**src/rtl/pcie_usp_rq_arb_pkg.sv**
```systemverilog
// Shared types and constants for the UltraScale+ PCIe RQ request arbiter.
package pcie_usp_rq_arb_pkg;

  typedef enum logic {
    ARB_IDLE = 1'b0,
    ARB_PASS = 1'b1
  } arb_state_e;

  localparam int RQ_USER_W_STD = 62;   // 64/128/256-bit cores
  localparam int RQ_USER_W_512 = 137;  // 512-bit core

  function automatic int src_idx_w(input int n_src);
    return (n_src > 1) ? $clog2(n_src) : 1;
  endfunction

endpackage

```
**src/rtl/pcie_rr_arb.sv**
```systemverilog
// Combinational round-robin picker: first asserted request at or after ptr, wrapping at N.
module pcie_rr_arb #(
  parameter int N     = 4,
  parameter int IDX_W = 2
) (
  input  logic [N-1:0]     req,
  input  logic [IDX_W-1:0] ptr,
  output logic [N-1:0]     gnt_oh,
  output logic [IDX_W-1:0] gnt_idx,
  output logic             any
);

  function automatic logic [IDX_W-1:0] wrap_add(input logic [IDX_W-1:0] base, input int ofs);
    int sum;
    sum = int'(base) + ofs;
    if (sum >= N) sum = sum - N;
    return IDX_W'(sum);
  endfunction

  logic [IDX_W-1:0] cand;

  always_comb begin
    // NOTE: every output gets a default before the search loop so no path leaves one unassigned (no latch).
    gnt_oh  = '0;
    gnt_idx = '0;
    any     = 1'b0;
    cand    = '0;
    for (int k = 0; k < N; k++) begin
      cand = wrap_add(ptr, k);
      if (!any && req[cand]) begin
        any          = 1'b1;
        gnt_idx      = cand;
        gnt_oh[cand] = 1'b1;
      end
    end
  end

endmodule

```
**src/rtl/pcie_usp_rq_arb.sv**
```systemverilog
// Packet-granular round-robin arbiter onto the PCIe RQ AXI-stream.
// Define PCIE_RQ_ARB_NPH_GATE_EN to hold non-posted packets until enough NP-header credit is available.
module pcie_usp_rq_arb
  import pcie_usp_rq_arb_pkg::*;
#(
  parameter int N_SRC         = 4,
  parameter int DATA_WIDTH    = 64,
  parameter int KEEP_WIDTH    = DATA_WIDTH / 32,
  parameter int RQ_USER_WIDTH = (DATA_WIDTH == 512) ? RQ_USER_W_512 : RQ_USER_W_STD,
  parameter int NPH_THRESH    = 1,
  localparam int IDX_W        = src_idx_w(N_SRC)
) (
  input  logic                          user_clk,
  input  logic                          user_reset_n,
  input  logic [N_SRC*DATA_WIDTH-1:0]   s_axis_tdata,
  input  logic [N_SRC*KEEP_WIDTH-1:0]   s_axis_tkeep,
  input  logic [N_SRC-1:0]              s_axis_tlast,
  input  logic [N_SRC*RQ_USER_WIDTH-1:0] s_axis_tuser,
  input  logic [N_SRC-1:0]              s_axis_tvalid,
  output logic [N_SRC-1:0]              s_axis_tready,
  input  logic [N_SRC-1:0]              s_req_np,
  output logic [DATA_WIDTH-1:0]         m_axis_rq_tdata,
  output logic [KEEP_WIDTH-1:0]         m_axis_rq_tkeep,
  output logic                          m_axis_rq_tlast,
  output logic [RQ_USER_WIDTH-1:0]      m_axis_rq_tuser,
  output logic                          m_axis_rq_tvalid,
  input  logic [3:0]                    m_axis_rq_tready,
  input  logic [3:0]                    pcie_tfc_nph_av,
  output logic                          grant_valid,
  output logic [IDX_W-1:0]              grant_idx
);

  arb_state_e       state_q, state_d;
  logic [IDX_W-1:0] rr_ptr_q, rr_ptr_d;
  logic [IDX_W-1:0] grant_idx_q, grant_idx_d;
  logic [N_SRC-1:0] grant_oh_q, grant_oh_d;
  logic [N_SRC-1:0] eligible;
  logic [N_SRC-1:0] pick_oh;
  logic [IDX_W-1:0] pick_idx;
  logic             pick_any;
  logic             pass;

`ifdef PCIE_RQ_ARB_NPH_GATE_EN
  logic nph_ok;
  logic unused_in;
  assign nph_ok    = (pcie_tfc_nph_av >= 4'(NPH_THRESH));
  assign eligible  = s_axis_tvalid & ~(s_req_np & {N_SRC{~nph_ok}});
  assign unused_in = ^m_axis_rq_tready[3:1];
`else
  logic unused_in;
  assign eligible  = s_axis_tvalid;
  assign unused_in = ^{s_req_np, pcie_tfc_nph_av, m_axis_rq_tready[3:1]};
`endif

  pcie_rr_arb #(
    .N     (N_SRC),
    .IDX_W (IDX_W)
  ) u_rr_arb (
    .req     (eligible),
    .ptr     (rr_ptr_q),
    .gnt_oh  (pick_oh),
    .gnt_idx (pick_idx),
    .any     (pick_any)
  );

  // Data path is a pure mux of the granted source; only control is registered.
  assign pass             = (state_q == ARB_PASS);
  assign m_axis_rq_tdata  = s_axis_tdata[int'(grant_idx_q)*DATA_WIDTH +: DATA_WIDTH];
  assign m_axis_rq_tkeep  = s_axis_tkeep[int'(grant_idx_q)*KEEP_WIDTH +: KEEP_WIDTH];
  assign m_axis_rq_tuser  = s_axis_tuser[int'(grant_idx_q)*RQ_USER_WIDTH +: RQ_USER_WIDTH];
  assign m_axis_rq_tlast  = s_axis_tlast[grant_idx_q];
  assign m_axis_rq_tvalid = pass & s_axis_tvalid[grant_idx_q];
  assign s_axis_tready    = pass ? (grant_oh_q & {N_SRC{m_axis_rq_tready[0]}}) : '0;
  assign grant_valid      = pass;
  assign grant_idx        = grant_idx_q;

  always_comb begin
    state_d     = state_q;
    rr_ptr_d    = rr_ptr_q;
    grant_idx_d = grant_idx_q;
    grant_oh_d  = grant_oh_q;
    case (state_q)
      ARB_IDLE: begin
        if (pick_any) begin
          state_d     = ARB_PASS;
          grant_idx_d = pick_idx;
          grant_oh_d  = pick_oh;
        end
      end
      ARB_PASS: begin
        // Credit is not re-checked here: a granted packet always runs to tlast.
        if (m_axis_rq_tvalid && m_axis_rq_tready[0] && m_axis_rq_tlast) begin
          state_d  = ARB_IDLE;
          rr_ptr_d = (grant_idx_q == IDX_W'(N_SRC - 1)) ? '0 : grant_idx_q + IDX_W'(1);
        end
      end
      default: state_d = ARB_IDLE;
    endcase
  end

  always_ff @(posedge user_clk or negedge user_reset_n) begin
    if (!user_reset_n) begin
      state_q     <= ARB_IDLE;
      rr_ptr_q    <= '0;
      grant_idx_q <= '0;
      grant_oh_q  <= '0;
    end else begin
      // NOTE: non-blocking so every register samples pre-edge values regardless of statement order.
      state_q     <= state_d;
      rr_ptr_q    <= rr_ptr_d;
      grant_idx_q <= grant_idx_d;
      grant_oh_q  <= grant_oh_d;
    end
  end

endmodule

```
**config.mk**
```make
export PLATFORM = sky130hd
export DESIGN_NAME = pcie_usp_rq_arb
export DESIGN_NICKNAME = d
export VERILOG_FILES = /design/src/rtl/pcie_usp_rq_arb_pkg.sv /design/src/rtl/pcie_rr_arb.sv /design/src/rtl/pcie_usp_rq_arb.sv
export SDC_FILE = /design/constraint.sdc
export NUM_CORES = 1
export LEC_CHECK = 0
export CAP_MARGIN = 15
export CORE_AREA = 4 4 256 258
export CTS_CLUSTER_DIAMETER = 30
export DETAILED_ROUTE_END_ITERATION = 8
export DIE_AREA = 0 0 260 262
export PLACE_DENSITY_LB_ADDON = 0.05
export SYNTH_ARGS = -nofsm -noshare
export SYNTH_HDL_FRONTEND = slang
export SYNTH_SLANG_ARGS = --single-unit
export TNS_END_PERCENT = 30
```
**constraint.sdc**
```tcl
create_clock -name user_clk -period 2.5 [get_ports user_clk]
set_input_delay 0.5 -clock user_clk [delete_from_list [all_inputs] [get_ports user_clk]]
set_output_delay 0.5 -clock user_clk [all_outputs]
set_load 0.005 [all_outputs]
```
; ---- After elaboration in Yosys (flattened, before gate mapping)
; Index checks and enable logic that the tools add are counted.
; Widths: inputs -> output; s select.
[totals]
ff_bits = 9
in_bits = 534
[op_classes]
n_addsub = 8
n_mul = 1
n_lt_le_gt_ge = 13
n_eq_ne = 1
shifts = 3
mux = 41
bitwise_logic = 6
reduce_logical = 14
[ops]
columns = operator, n
row1 = $shiftx 256x9->64, 1
row2 = $shiftx 248x9->62, 1
row3 = $mux 4, 5
row4 = $mux 2, 9
row5 = $mux 1, 16
row6 = $lt 2x3->1 const B, 5
row7 = $bmux 1 s2, 6
row8 = $or 4x4->4, 3
row9 = $ge 3x3->1 const B, 3
row10 = $logic_and 1x1->1, 9
row11 = $demux 1 s2, 4
row12 = $ge 2x1->1 const B, 4
row13 = $shiftx 8x4->2, 1
row14 = $sub 2x1->2 const B, 4
row15 = $mul 2x5->7 const B, 1
row16 = $add 2x2->3 const B, 2
row17 = $and 4x4->4, 1
row18 = $reduce_and 2->1, 2
row19 = $add 2x1->3 const B, 1
row20 = $ge 2x3->1 const B, 1
row21 = $logic_not 1->1, 3
row22 = $add 2x1->2 const B, 1
row23 = $eq 2x2->1 const B, 1
row24 = $pmux 1 s2, 1
row25 = 2 further kinds, 2

; ---- Longest topological paths before layout
; Gate-level depths: netlist of the first run.
[logic_depth]
depth_word = 16
ltp_mapped = 9
depth_no_buf = 7

; ---- By module
; From an unflattened synthesis of the first run, not the netlist that was laid out.
[hier_totals]
hier_cells = 238
area_unflattened_um2 = 3971.3
[by_module_without_submodules]
columns = module, n_inst, cells_each, area_each_um2
row1 = pcie_usp_rq_arb, 1, 193, 3549.7
row2 = pcie_rr_arb, 1, 45, 421.7

; ---- Least setup slack after synthesis of the first run
; No wires, ideal clock.
[synth_path]
kind = register -> register
start = register rr_ptr_q[0]
end = register state_q, in the netlist grant_valid
setup_time_ps = 118
arrival_time_ps = 2167
t_required_ps = 2382
setup_slack_ps = 215
path_stages_with_launch = 9
path_buffers = 2
cell_sequence = dfrtp_1 -> buf_6 -> inv_1 -> ha_1 -> mux4_2 -> nor3_4 -> a21oi_1 -> buf_6 -> a21o_1
[synth_between]
elab_chain_cells = 16
elab_cells_between_ends = 35
[synth_rtl]
columns = item, line_no
row1 = from (decl), pcie_usp_rq_arb.sv:34  ; logic [IDX_W-1:0] rr_ptr_q, rr_ptr_d;
row2 = from (signal assigned), pcie_usp_rq_arb.sv:110  ; rr_ptr_q <= rr_ptr_d;
row3 = "parallel branches: the longest is 13 deep, another holds $add 2x1->3", -
row4 = $mux 1 (*), pcie_rr_arb.sv:30  ; if (!any && req[cand]) begin
row5 = $mux 1 (*), pcie_usp_rq_arb.sv:84  ; if (pick_any) begin
row6 = $pmux 1 s2 (*), pcie_usp_rq_arb.sv:82  ; case (state_q)
row7 = via state_d, pcie_usp_rq_arb.sv:33  ; arb_state_e state_q, state_d;
row8 = to (signal assigned), pcie_usp_rq_arb.sv:109  ; state_q <= state_d;
row9 = to (decl), pcie_usp_rq_arb.sv:33
; Mark *: on every way through the listed nets, which the timed path passes. The select of a mux whose other input is x is not followed.
; A chain may end at the register's enable or synchronous reset.

; ---- Worst setup path in the final report of the first run
[layout_path]
start = register grant_idx_q[0], in the netlist grant_idx[0]
end = output m_axis_rq_tdata[5]
[layout_between]
elab_chain_cells = 1
[layout_rtl]
columns = item, line_no
row1 = from (decl), pcie_usp_rq_arb.sv:35  ; logic [IDX_W-1:0] grant_idx_q, grant_idx_d;
row2 = from (signal assigned), pcie_usp_rq_arb.sv:111  ; grant_idx_q <= grant_idx_d;
row3 = $shiftx 256x9->64, pcie_usp_rq_arb.sv:68  ; assign m_axis_rq_tdata = s_axis_tdata[int'(grant_idx_q)*DATA_WIDTH +: DATA_WIDTH];
row4 = to (decl), pcie_usp_rq_arb.sv:22  ; output logic [DATA_WIDTH-1:0] m_axis_rq_tdata,
; Every way passes these cells.

==> results of run 1 <==
-- registers in the layout, summed over array words and instances, names as in the netlist --
register / count
rr_ptr_q: 2
grant_idx: 2
grant_valid: 1
grant_oh_q: 4
-- what timing repair did --
action                     4_1_cts  5_1_grt
setup endpoints to repair      124       51
resized for setup              108       70
buffers inserted                 3        7
gates cloned                     1        1
-- logic make-up (layout without fill, tap and decap cells) --
kind of cell	count (synthesis)	in the layout	share of synthesized area [%]
simple gates	25	25	3.645
xor+xnor	1	1	0.2278
fa+ha+maj	6	6	1.952
buf+inv	37	732	4.458
flops	9	9	5.858
mux	141	141	80.34
compound gates	20	20	3.515
other cells	0	4	0
-- power by group through the flow --
stage / clock, mW / sequential (mW) / combinational [mW]
final: 0.285 / 0.318 / 8.10
after global routing: 0.300 / 0.337 / 8.81
after CTS: 0.293 / 0.323 / 8.23
after detailed placement: 0 / 0.324 / 8.51
after global placement: 0 / 0.320 / 8.66
after floorplan: 0 / 0.276 / 3.63
-- through the flow --
stage | hold slack (ns) | total power [mW] | setup slack (ns) | cells | utilization (%)
after floorplan | 0.2044 | 3.908 | 0.2149 | 239 | -
after global placement | 0.5303 | 8.982 | -0.07411 | 1764 | 18.94
after detailed placement | 0.5403 | 8.839 | -0.08354 | 1764 | 18.94
after CTS | 0.5469 | 8.841 | -0.1125 | 1772 | 19.07
after global routing | 0.5860 | 9.451 | -0.08703 | 1782 | 19.37
final | 0.5450 | 8.707 | -0.01361 | 1784 | 19.38
-- per-layer routing --
metal	track usage, %	wire, um	vias to the layer above
met4	0.7645	170	12
met5	0	71	-
met1	10.53	12840	2711
met2	22.16	23210	397
met3	5.001	5270	20
li1	-	-	2536
-- cell type report --
type                            count  area [um^2]  share of cell area [%]
Inverter                            3        11.26                 0.09229
Clock buffer                        4        78.83                  0.6460
Sequential cell                     9        232.7                   1.907
Multi-Input combinational cell    193         3448                   28.26
Tap cell                          846         1059                   8.675
Antenna cell                        4        10.01                 0.08203
Timing Repair Buffer              725         7362                   60.34
-- how the worst min path moves through the flow --
| stage | to | startpoint | slack, ns | cells after the start |
|---|---|---|---|---|
| finish | grant_oh_q[2]$_DFFE_PN0P_ | grant_oh_q[2]$_DFFE_PN0P_ | 0.54 | 2 |
| global placement | grant_oh_q[2]$_DFFE_PN0P_ | grant_oh_q[2]$_DFFE_PN0P_ | 0.53 | 2 |
| CTS | grant_oh_q[2]$_DFFE_PN0P_ | grant_oh_q[2]$_DFFE_PN0P_ | 0.55 | 2 |
| global route | grant_oh_q[0]$_DFFE_PN0P_ | grant_oh_q[0]$_DFFE_PN0P_ | 0.59 | 2 |
| detailed placement | grant_oh_q[0]$_DFFE_PN0P_ | grant_oh_q[0]$_DFFE_PN0P_ | 0.54 | 2 |
| floorplan | grant_idx[0]$_DFFE_PN0P_ | user_reset_n | 0.20 | 0 |
-- Yosys cell counts (all sizes together), types with 2 or more instances --
cell	number	share of area, %
dfrtp	9	5.9
ha	6	2.0
nor2b	2	0.39
clkbuf	9	0.88
mux4	134	78
nand2	5	0.49
a31oi	4	0.65
mux2i	6	1.6
a22o	4	0.91
and3	4	0.65
and2	2	0.39
inv	3	0.29
a21oi	4	0.52
o21ai	2	0.26
buf	25	3.3
nor2	8	0.78
-- worst max-delay path, cell delays in order, from the launching register on --
cell	delay, ns
dfrtp_4	0.45
buf_12	0.18
buf_4	0.15
buf_16	0.14
mux4_2	0.53
dlygate4sd2_1	0.29
==> qor.txt, run 1 <==
Clk_lat worst skew = 0.23 ns
Max_cap viols = 0
CP Class = reg -> out
Gpl congestion = 0.7384
Distinct cells, synth = 32
Filler cells = 6888
Leakage = 4.551 nW
Vias post-DR = 5676
Slew headroom = 69.59%
Number of synthesized register bits = 9
DR WL/cell = 23.30 um
Vias in the first global route = 6443
Net Sw Frac = 36.82%
Num rows = 92
Cell Area, Synth = 3845 um^2
Skew final = 0.002225 ns
CTS Hold Bufs = 0
Flop2flop setup slack = 0.31 ns
H-tree levels = 1
Status = finished with violations
Final Hold Vio Count = 0
Share of layout cells above drive strength 1 = 23.45%
Commonest non-fill, non-tap cell in the layout = clkdlybuf4s50_1
Number of antenna violations at the first check in global routing = 17
Antenna-violating nets left = 0
Worst-path clk slew = 0.04 ns
Total track usage = 10.97%
Most frequent cells in the layout = clkdlybuf4s50_1 (540), mux4_2 (134), dlygate4sd2_1 (63)
Port bufs = 659
Largest net degree at the start of global routing = 33
Pint = 5.501 mW
Post-synth EDFFs = 0
Via density = 3.182
Area grow syn2layout = 217.3%
Sequential-to-total area share from yosys stat = 5.857%
Clock sinks = 9
Final count of negative-setup-slack endpoints = 2
Register share of total power = 3.6%
RSZ-0062 raised after global routing = true
Synth warn = 0
Mapped Cells = 239
Drt first-iter violations = 130
WP data required = 2.00 ns
Worst Setup End Kind = primary output
Origin of the critical flop-to-flop path = grant_idx[0]$_DFFE_PN0P_
Die area = 68120 um^2
FMAX = 0.3978 GHz
Avg Cell Area, Syn = 16.09 um^2
CTS Buf Count = 3
First-pass GRT wire length = 52830 um
Clock power share = 3.3%
Worst setup margin = -0.01361 ns
Async set-reset flop share out of synthesis = 100.0%
CTS tree = built
CP Max Fanout = 13
Crit path launch type = register
Root buffer cell = clkbuf_16
Crit path to = m_axis_rq_tdata[5]
DRC = 0
Routed WL = 41560 um
Peak VDD IR = 0.2169 mV
DRT Pass-1 Iters = 4
Combinational power share = 93.1%
Setup TNS = -0.01688 ns
Switching power total = 3.206 mW
Critical Path Start = grant_idx[0]$_DFFE_PN0P_
Gr ovfl total = 0
Final HPWL DP = 38010 um
Pwr/cell area = 713.6 nW/um^2
Failing checks = negative setup slack
Synth Net Count = 779
Final period utilization = 100.5%
CTS Buffer Depth = 2
Terminus of the critical flop-to-flop path = rr_ptr_q[1]$_DFFE_PN0P_
Arrival time at the worst endpoint = 2.01 ns
Core area = 62970 um^2
Worst Reg-to-Reg Cells = 6
Top_reg_cell synth = dfrtp_1
Chip width = 260 um
Final #Nets = 1475
Hold crit path type = reg -> reg
Final Cell Area = 12200 um^2
Area after DPL = 11930 um^2
Post-layout min period = 2.514 ns
Max Slew Vio Count = 0
Initial Utilization = 6.106%
Slew @ Worst Pin = 0.4548 ns
# IOs = 671
Die Y = 262 um
(Power assumes the default switching activity.)
==> run 2, diff against run 1 <==
- CORE_AREA: 4 4 256 258 -> 4 4 260 262
- DIE_AREA: 0 0 260 262 -> 0 0 264 266
- GPL_TIMING_DRIVEN: unset -> 0
- SYNTH_HIERARCHICAL: unset -> 1
==> run 2 against run 1 <==
  * The flow now finishes without violations
  * Synthesized cell count decreased by 0.42%
  * First-iteration DRC count up 35%
  * Final area increased by 0.10%
==> qor.txt, run 2 <==
RSZ-0062 raised after global routing = true (unchanged)
WP data required = 2.00 ns (about the same)
Antenna-violating nets left = 0 (unchanged)
Vias in the first global route = 6323 (was 6443)
Avg Cell Area, Syn = 16.69 um^2 (was 16.09 um^2)
CTS tree = built (unchanged)
Leakage = 4.506 nW (was 4.551 nW)
Vias post-DR = 5712 (was 5676)
Core area = 65390 um^2 (was 62970 um^2)
Worst Setup End Kind = primary output (unchanged)
Top_reg_cell synth = dfrtp_1 (unchanged)
H-tree levels = 1 (unchanged)
CP Class = reg -> out (unchanged)
Filler cells = 7248 (was 6888)
Synth area leader = mux4_2 (unchanged)
Final #Nets = 1472 (was 1475)
DRC = 0 (unchanged)
Number of antenna violations at the first check in global routing = 11 (was 17)
Largest net degree at the start of global routing = 11 (was 33)
Worst-case hold slack = 0.5069 ns (was 0.5450 ns)
Chip width = 264 um (was 260 um)
Slew headroom = 66.87% (was 69.59%)
Post-layout min period = 2.470 ns (was 2.514 ns)
# IOs = 671 (unchanged)
Root buffer cell = clkbuf_16 (unchanged)
Pwr/cell area = 737.0 nW/um^2 (was 713.6 nW/um^2)
Clock sinks = 9 (unchanged)
Max_cap viols = 0 (unchanged)
Distinct cells, synth = 31 (was 32)
Worst-path clk slew = 0.04 ns (about the same)
Port bufs = 659 (unchanged)
First-pass GRT wire length = 55540 um (was 52830 um)
Setup TNS = 0 ns (was -0.01688 ns)
Crit path launch type = register (unchanged)
Final period utilization = 98.79% (was 100.5%)
Register Area = 229.0 um^2 (was 232.7 um^2)
Largest Register = grant_oh_q (unchanged)
Die Y = 266 um (was 262 um)
Initial Utilization = 6.073% (was 6.106%)
Die area = 70220 um^2 (was 68120 um^2)
Skew final = 0.0005509 ns (was 0.002225 ns)
Final count of negative-setup-slack endpoints = 0 (was 2)
Total track usage = 11.14% (was 10.97%)
Most frequent cells in the layout = clkdlybuf4s50_1 (526), mux4_2 (131), dlygate4sd2_1 (37) (was clkdlybuf4s50_1 (540), mux4_2 (134), dlygate4sd2_1 (63))
Status = complete, no violations (was finished with violations)
Post-synth top cells = mux4_2 (131), buf_2 (17), buf_6 (11) (was mux4_2 (134), buf_2 (14), buf_1 (9), clkbuf_1 (9), dfrtp_1 (9))
Peak VDD IR = 0.1808 mV (was 0.2169 mV)
Slew @ Worst Pin = 0.4954 ns (was 0.4548 ns)
Critical path cell sequence = buf_12 -> buf_12 -> buf_16 -> buf_12 -> buf_4 -> mux4_2 -> buf_2 (was buf_12 -> buf_4 -> buf_16 -> mux4_2 -> dlygate4sd2_1)
Area of the multi-input gates = 3527 um^2 (was 3448 um^2)
CP Max Fanout = 8 (was 13)
Area after DPL = 11650 um^2 (was 11930 um^2)
Crit path buf inv count = 6 (was 4)
Post-synth EDFFs = 0 (unchanged)
DRT Pass-1 Iters = 4 (unchanged)
CP most frequent cell = buf_12
Mapped Cells = 238 (was 239)
Layout Utilization = 18.68% (was 19.38%)
Async set-reset flop share out of synthesis = 100.0% (unchanged)
CTS Buffer Depth = 2 (unchanged)
Arrival time at the worst endpoint = 1.97 ns (was 2.01 ns)
Hold crit path type = reg -> reg (unchanged)
Crit-path max cell delay = 0.44 ns (was 0.53 ns)
Synth top area share = 74.29% (was 78.49%)
Via density = 3.173 (was 3.182)
Area contributors post-synth = mux4_2 (74%), dfrtp_1 (5.7%), buf_6 (3.1%), buf_2 (2.1%), mux2_2 (2.0%) (was mux4_2 (78%), dfrtp_1 (5.9%), ha_1 (2.0%), buf_2 (1.8%), mux2i_1 (1.6%))
Largest register FFs = 4 (unchanged)
Sequential-to-total area share from yosys stat = 5.671% (was 5.857%)
Design Power = 9.002 mW (was 8.707 mW)
Final Cell Area = 12210 um^2 (was 12200 um^2)
Final HPWL DP = 37990 um (was 38010 um)
Gr ovfl total = 0 (unchanged)
Gpl congestion = 0.7636 (was 0.7384)
Slowest cell on the critical path = dfrtp_2 (was mux4_2)
CTS Buf Count = 3 (unchanged)
Clk_lat worst skew = 0.23 ns (about the same)
Final Hold Vio Count = 0 (unchanged)
Share of layout cells above drive strength 1 = 27.82% (was 23.45%)
Commonest non-fill, non-tap cell in the layout = clkdlybuf4s50_1 (unchanged)
Max Slew Vio Count = 0 (unchanged)
Dominant cell by count in the synthesized netlist = mux4_2 (unchanged)
Cell family with most CP delay = buffers and inverters (unchanged)
Routed WL = 42150 um (was 41560 um)
CTS Hold Bufs = 0 (unchanged)
Cell Area, Synth = 3971 um^2 (was 3845 um^2)
Number of synthesized register bits = 9 (unchanged)
DR WL/cell = 23.42 um (was 23.30 um)
Area grow syn2layout = 207.6% (was 217.3%)
Num rows = 94 (was 92)
FMAX = 0.4049 GHz (was 0.3978 GHz)
Synth warn = 6 (was 0)
Drt first-iter violations = 175 (was 130)
Synth Net Count = 778 (was 779)
[run 2: what timing repair did]
action,4_1_cts,5_1_grt
pin swaps,1,0
gates resized for setup,283,92
setup buffers,25,4
endpoints found under the setup margin,136,81
gates cloned,3,0
[run 2: layer usage]
| metal | track usage (%) | part of all wire [%] |
|---|---|---|
| met1 | 11.48 | 34 |
| met2 | 22.58 | 57 |
| met3 | 3.721 | 8.3 |
| met4 | 0.7567 | 0.53 |
| met5 | 0 | 0.15 |
[run 2: power by group]
part | internal [mW] | switching, mW
clock | 0.213 | 0.0702
combinational | 5.16 | 3.27
sequential | 0.214 | 0.0817
total | 5.58 | 3.42
[run 2: cell families (layout without fill, tap and decap cells)]
logic type / Yosys count / after routing / share of synthesized area (%)
buffers and inverters: 37 / 730 / 6.301
AND/OR/NAND/NOR: 20 / 20 / 3.308
adder cells (fa/ha/maj): 6 / 6 / 1.890
flip-flops: 9 / 9 / 5.671
other: 0 / 5 / 0
AO/OA/AOI/OAI: 19 / 19 / 3.403
multiplexers: 147 / 147 / 79.43
[run 2: final timing paths]
check,depth (start not counted),from,to,slack (ns)
max,7,grant_idx[0]$_DFFE_PN0P_,m_axis_rq_tdata[30],0.03
min,1,grant_oh_q[3]$_DFFE_PN0P_,grant_oh_q[3]$_DFFE_PN0P_,0.51
max reg2reg,9,rr_ptr_q[0]$_DFFE_PN0P_,grant_idx[1]$_DFFE_PN0P_,0.12
min reg2reg,1,grant_oh_q[3]$_DFFE_PN0P_,grant_oh_q[3]$_DFFE_PN0P_,0.51
max in group asynchronous,1,user_reset_n,grant_idx[0]$_DFFE_PN0P_,1.53
min in group asynchronous,1,user_reset_n,grant_oh_q[2]$_DFFE_PN0P_,0.61
[run 2: cell type report]
cell class	instances	share of cell area (%)
Timing Repair Buffer	690	55.47
Multi-Input combinational cell	192	28.88
Tap cell	864	8.851
Buffer	33	4.087
Sequential cell	9	1.875
Clock buffer	4	0.6454
Antenna cell	5	0.1024
Inverter	3	0.09219
[run 2: metrics by stage]
stage,setup WS [ns],std cells
2_1_floorplan,0.1307,238
5_1_grt,-0.05963,1799
4_1_cts,-0.1205,1792
3_3_place_gp,-0.8908,1761
3_5_place_dp,-0.8935,1761
6_report,0.03026,1800
[run 2: worst reg2reg max path, cell delays in order, from the launching register on]
cell and delay (ns):
dfrtp_2 0.41, buf_8 0.16, inv_1 0.09, ha_4 0.29, mux4_2 0.30, buf_6 0.16
nor4b_4 0.30, nor2_1 0.07, a32o_1 0.22, mux2_2 0.26
==> run 3, diff against run 2 <==
- CTS_CLUSTER_SIZE: unset -> 16
==> results of run 3 <==
Same layout as run 2: the final DEF is identical, and so are final timing and power.
